$ cat config.mk
export PLATFORM = sky130hd
export DESIGN_NAME = morse_decoder
export DESIGN_NICKNAME = d
export VERILOG_FILES = /design/src/rtl/morse_decoder.sv
export SDC_FILE = /design/constraint.sdc
export NUM_CORES = 1
export LEC_CHECK = 0
export ABC_AREA = 1
export CORE_AREA = 2 2 94 78
export CTS_BUF_LIST = sky130_fd_sc_hd__clkbuf_16
export DETAILED_ROUTE_END_ITERATION = 7
export DIE_AREA = 0 0 96 80
export PLACE_DENSITY_LB_ADDON = 0.15
export SLEW_MARGIN = 20
export SYNTH_ARGS = -nofsm -noshare
export SYNTH_HDL_FRONTEND = slang
export SYNTH_SLANG_ARGS = --single-unit
$ cat constraint.sdc
create_clock -name clk -period 2.5 [get_ports clk]
set_clock_uncertainty 0.15 [all_clocks]
set_input_delay 0.375 -clock clk [delete_from_list [all_inputs] [get_ports clk]]
set_output_delay 0.375 -clock clk [all_outputs]
set_load 0.02 [all_outputs]
$ cat src/rtl/morse_decoder.sv
// Groups classified dot/dash symbols into letters by idle-gap timing and emits
// the ASCII code of each letter, plus one space per word gap.
module morse_decoder #(
   parameter int LETTER_GAP = 30000000,
   parameter int WORD_GAP   = 70000000,
   parameter int CNT_W      = 32
) (
   input  logic       clk,
   input  logic       rst,
   input  logic       sym_valid,
   input  logic       sym_dash,
   input  logic       key_down,
   output logic       char_valid,
   output logic [7:0] char_code,
   output logic       char_err,
   output logic [2:0] sym_count,
   output logic       busy
);

   // sym_valid and char_valid are single-cycle strobes with no back-pressure:
   // sym_dash is meaningful only with sym_valid, char_code/char_err only with
   // char_valid (they hold their last value between strobes).
   typedef enum logic [1:0] {IDLE, COLLECT, WORDWAIT} state_t;

   localparam logic [CNT_W-1:0] LG_M1 = CNT_W'(LETTER_GAP - 1);
   localparam logic [CNT_W-1:0] WG_M1 = CNT_W'(WORD_GAP - 1);
   localparam logic [CNT_W-1:0] WG    = CNT_W'(WORD_GAP);

   state_t           state, state_nxt;
   logic [4:0]       pattern, pattern_nxt;
   logic [2:0]       cnt_nxt;
   logic [CNT_W-1:0] gap_cnt, gap_nxt;
   logic             ovf, ovf_nxt;
   logic             valid_nxt, err_nxt;
   logic [7:0]       code_nxt, lut_code;

   // Patterns are right-aligned: the first symbol is the MSB of the low len bits.
   function automatic logic [7:0] lookup(input logic [2:0] len, input logic [4:0] pat);
      logic [7:0] c;
      c = 8'h3F;
      case ({len, pat})
         {3'd1, 5'b00000}: c = 8'h45; {3'd1, 5'b00001}: c = 8'h54;
         {3'd2, 5'b00000}: c = 8'h49; {3'd2, 5'b00001}: c = 8'h41;
         {3'd2, 5'b00010}: c = 8'h4E; {3'd2, 5'b00011}: c = 8'h4D;
         {3'd3, 5'b00000}: c = 8'h53; {3'd3, 5'b00001}: c = 8'h55;
         {3'd3, 5'b00010}: c = 8'h52; {3'd3, 5'b00011}: c = 8'h57;
         {3'd3, 5'b00100}: c = 8'h44; {3'd3, 5'b00101}: c = 8'h4B;
         {3'd3, 5'b00110}: c = 8'h47; {3'd3, 5'b00111}: c = 8'h4F;
         {3'd4, 5'b00000}: c = 8'h48; {3'd4, 5'b00001}: c = 8'h56;
         {3'd4, 5'b00010}: c = 8'h46; {3'd4, 5'b00100}: c = 8'h4C;
         {3'd4, 5'b00110}: c = 8'h50; {3'd4, 5'b00111}: c = 8'h4A;
         {3'd4, 5'b01000}: c = 8'h42; {3'd4, 5'b01001}: c = 8'h58;
         {3'd4, 5'b01010}: c = 8'h43; {3'd4, 5'b01011}: c = 8'h59;
         {3'd4, 5'b01100}: c = 8'h5A; {3'd4, 5'b01101}: c = 8'h51;
         {3'd5, 5'b01111}: c = 8'h31; {3'd5, 5'b00111}: c = 8'h32;
         {3'd5, 5'b00011}: c = 8'h33; {3'd5, 5'b00001}: c = 8'h34;
         {3'd5, 5'b00000}: c = 8'h35; {3'd5, 5'b10000}: c = 8'h36;
         {3'd5, 5'b11000}: c = 8'h37; {3'd5, 5'b11100}: c = 8'h38;
         {3'd5, 5'b11110}: c = 8'h39; {3'd5, 5'b11111}: c = 8'h30;
         default:          c = 8'h3F;
      endcase
      return c;
   endfunction

   assign lut_code = ovf ? 8'h3F : lookup(sym_count, pattern);

   always_ff @(posedge clk or posedge rst) begin
      if (rst) begin
         state      <= IDLE;
         pattern    <= '0;
         sym_count  <= '0;
         gap_cnt    <= '0;
         ovf        <= 1'b0;
         char_valid <= 1'b0;
         char_code  <= 8'h00;
         char_err   <= 1'b0;
      end else begin
         state      <= state_nxt;
         pattern    <= pattern_nxt;
         sym_count  <= cnt_nxt;
         gap_cnt    <= gap_nxt;
         ovf        <= ovf_nxt;
         char_valid <= valid_nxt;
         char_code  <= code_nxt;
         char_err   <= err_nxt;
      end
   end

   always_comb begin
      state_nxt   = state;
      pattern_nxt = pattern;
      cnt_nxt     = sym_count;
      gap_nxt     = gap_cnt;
      ovf_nxt     = ovf;
      valid_nxt   = 1'b0;
      code_nxt    = char_code;
      err_nxt     = char_err;
      if (sym_valid) begin
         // A symbol always beats a coincident gap threshold.
         if (sym_count < 3'd5) begin
            pattern_nxt = {pattern[3:0], sym_dash};
            cnt_nxt     = sym_count + 3'd1;
         end else begin
            ovf_nxt = 1'b1;
         end
         gap_nxt   = '0;
         state_nxt = COLLECT;
      end else begin
         if (key_down || state == IDLE) gap_nxt = '0;
         else if (gap_cnt != WG)        gap_nxt = gap_cnt + CNT_W'(1);
         if (!key_down && state == COLLECT && gap_cnt == LG_M1) begin
            valid_nxt   = 1'b1;
            code_nxt    = lut_code;
            err_nxt     = ovf || (lut_code == 8'h3F);
            pattern_nxt = '0;
            cnt_nxt     = '0;
            ovf_nxt     = 1'b0;
            state_nxt   = WORDWAIT;
         end else if (!key_down && state == WORDWAIT && gap_cnt == WG_M1) begin
            valid_nxt = 1'b1;
            code_nxt  = 8'h20;
            err_nxt   = 1'b0;
            gap_nxt   = '0;
            state_nxt = IDLE;
         end
      end
   end

   assign busy = (state != IDLE);

endmodule

==> flow_summary.toml <==
[detailed_routing]
drt_iter0_drc = 320
vias = 3621
first_pass_iters = 6
wl_um = 9660
ant_nets = 0
via_per_inst = 5.41
drc = 0
wl_per_cell_um = 14.4

[cts]
cts.sinks = 52
cts_setup_buffers = 0
cts_buffer_depth = 2
numCtsBuffers = 5
ctsHoldBuffers = 0
cts_max_level = 2
clkTransAtPathRegs_ns = 0.07
cts_tree = "built"
clockRootBuffer = "clkbuf_16"
insertion_delay_ns = 0.29
cts.repair.resized = 0

[sta]
max_freq_mhz = 477
post-route-min-period_ns = 2.10
fin_ws_ns = 0.402
fin_crit_sh_pct = 83.9
timing.setup.tns_ns = 0
rsz0062_at_grt = "false"
setup_viol = 0
finalHoldViolCount = 0
maxSlewViolCount = 0

[setup_path]
critical_path_class = "flip-flop to primary output"
cp_max_fo = 4
rrSetupSlack_ns = 0.42
cp.required_ns = 1.98
startpoint_type = "flip-flop"
end_kind = "primary output"
arrival_ns = 1.57
r2r_start = "gap_cnt[0]$_DFF_PP0_"
crit_path_start = "state[1]$_DFFE_PP0P_"

[floorplanning]
die_height_um = 80
io_pins = 19
die_x_um = 96
dieArea_um2 = 7680
start_util_pct = 54.1
core_um2 = 6720
rows = 27

[power_and_ir_drop]
p_sw_mw = 0.825
power.total_mw = 2.29
pwr-share-comb_pct = 28.3
seqPwrFrac_pct = 43.5
power_leakage_nw = 1.84
clock_power_share_pct = 28.2
ir_drop_v = 0.000576
internal_power_mw = 1.46
switching_share_pct = 36.1
power_density_nw_per_um2 = 560

[run]
drv_cap = 0

[final_layout]
layout.cells.non_filler = 669
num-fill-cells = 664
diodes = 0
drive_above_1_share_pct = 9.97
finalNetCount = 589
area_growth_syn_to_layout_pct = 12.3

[logic_synthesis]
async_reset_ff_share_pct = 100
synth_top_area_cell = "dfrtp_1"
synth_cell_types = 34
synthFlopType = "dfrtp_1"
synth_cells = 557
syn_area_per_cell_um2 = 6.53
netlist.area_leader.share_pct = 35.8
yosysWarnings = 0
ys_top_cells_by_area = "dfrtp_1 (36%), nand2_1 (19%), nor2_1 (9.4%), nand3_1 (5.4%), inv_1 (4.5%)"
synth_seq_cells = 52
synth_edf_count = 0
syn_area_um2 = 3640
synth.most_common_cell = "nand2_1"
synth_nets = 565
synthTopCellsByCount = "nand2_1 (184), nor2_1 (91), dfrtp_1 (52)"
synth_seq_area_share_pct = 35.8

[global_route]
globalRouteOverflowTotal = 0
grt_antenna_before_repair = 0
grt_max_degree = 33
grt_pass1_wl_um = 16000
grtUsageTotal_pct = 27.0
grt_pass1_vias = 3224

[placement]
pre_cts_ws_ns = 0.359
post-dp-hpwl_um = 7780
gp_congestion = 0.998
io_buffers = 17
numPlacedInstances = 661

[worst_hold_path]
min_path_type = "input pin to async pin"

[outcome]
run_status = "finished, final reports clean"
==> metal layers <==
| metal | global-route usage (%) | vias up | routed length [um] |
|---|---|---|---|
| met4 | 2.29 | 0 | 31 |
| met1 | 45.8 | 1640 | 5050 |
| met5 | 0 | - | 0 |
| li1 | - | 1799 | - |
| met3 | 6.23 | 4 | 965 |
| met2 | 34.8 | 178 | 3620 |
==> state kept, by name (all words and copies together) (netlist names) <==
signal	flops
state	2
sym_count	3
ovf	1
char_code	7
char_err	1
char_valid	1
gap_cnt	32
pattern	5
==> cells by family after synthesis <==
| group | count (synthesis) | share of synthesized area [%] |
|---|---|---|
| compound gates | 30 | 4.23 |
| xor+xnor | 16 | 3.85 |
| fa+ha+maj | 3 | 1.03 |
| buf+inv | 72 | 8.16 |
| flops | 52 | 35.8 |
| other cells | 1 | 0.103 |
| simple gates | 383 | 46.8 |
==> per-stage QoR <==
step,hold slack [ns],utilization [%],area [um2]
final,0.281,60.7,4080
after global routing,0.349,60.7,4080
after CTS,0.312,60.7,4080
after global placement,0.313,58.7,3950
after floorplan,0.291,-,3640
after detailed placement,0.317,58.7,3950
==> cells in the final DEF, fill, tap and decap left out, types with 2 or more instances in the layout <==
cell type        count
nand3_1             39
or2_2                2
buf_12               2
xor2_1              12
inv_1               45
dfrtp_1             52
nor2_8               2
nand2_1            184
clkdlybuf4s50_1     17
ha_1                 3
or2_0                2
nor2_2               5
nor4_1               4
nor3_1              24
nor2_4               2
buf_4                6
xnor2_1              4
nor2_1              91
clkinv_1             2
nor3_2               2
nand3_2              4
nand2_2              5
a21oi_1             21
o21ai_0              7
clkbuf_16            5
inv_2               18
nand3b_1             2
nand4_1             12
==> power by group through the flow <==
| stage | sequential [mW] | combinational (mW) | clock (mW) |
|---|---|---|---|
| CTS | 0.995 | 0.643 | 0.661 |
| detailed placement | 1.01 | 0.640 | 0 |
| floorplan | 0.986 | 0.497 | 0 |
| global placement | 1.01 | 0.646 | 0 |
| global route | 1.01 | 0.737 | 0.700 |
| finish | 0.995 | 0.647 | 0.644 |
==> worst max-delay path, stage by stage, from the launching register on <==
cell and delay (ns):
dfrtp_1 0.41, or2_2 0.34, clkdlybuf4s50_1 0.55
==> final cells by class <==
type                       instances  area (um2)  area share (%)
clock inverter                     3        11.3           0.276
timing repair buffer              25         255            6.25
tap                               87         109            2.67
multi-input combinational        433        2040            49.9
sequential                        52        1300            31.9
inverter                          64         244            5.97
clock buffer                       5         125            3.06
==> worst paths after layout <==
path / to / depth (start not counted)
worst max-delay path: busy / 2
worst min-delay path: gap_cnt[27]$_DFF_PP0_ / 2
worst max register to register: char_code[5]$_DFFE_PP0P_ / 12
worst min register to register: char_code[4]$_DFFE_PP0P_ / 2
max in group asynchronous: pattern[3]$_DFFE_PP0P_ / 3
min in group clk: char_code[4]$_DFFE_PP0P_ / 2
Note: power is estimated with default switching activity, not from simulation.
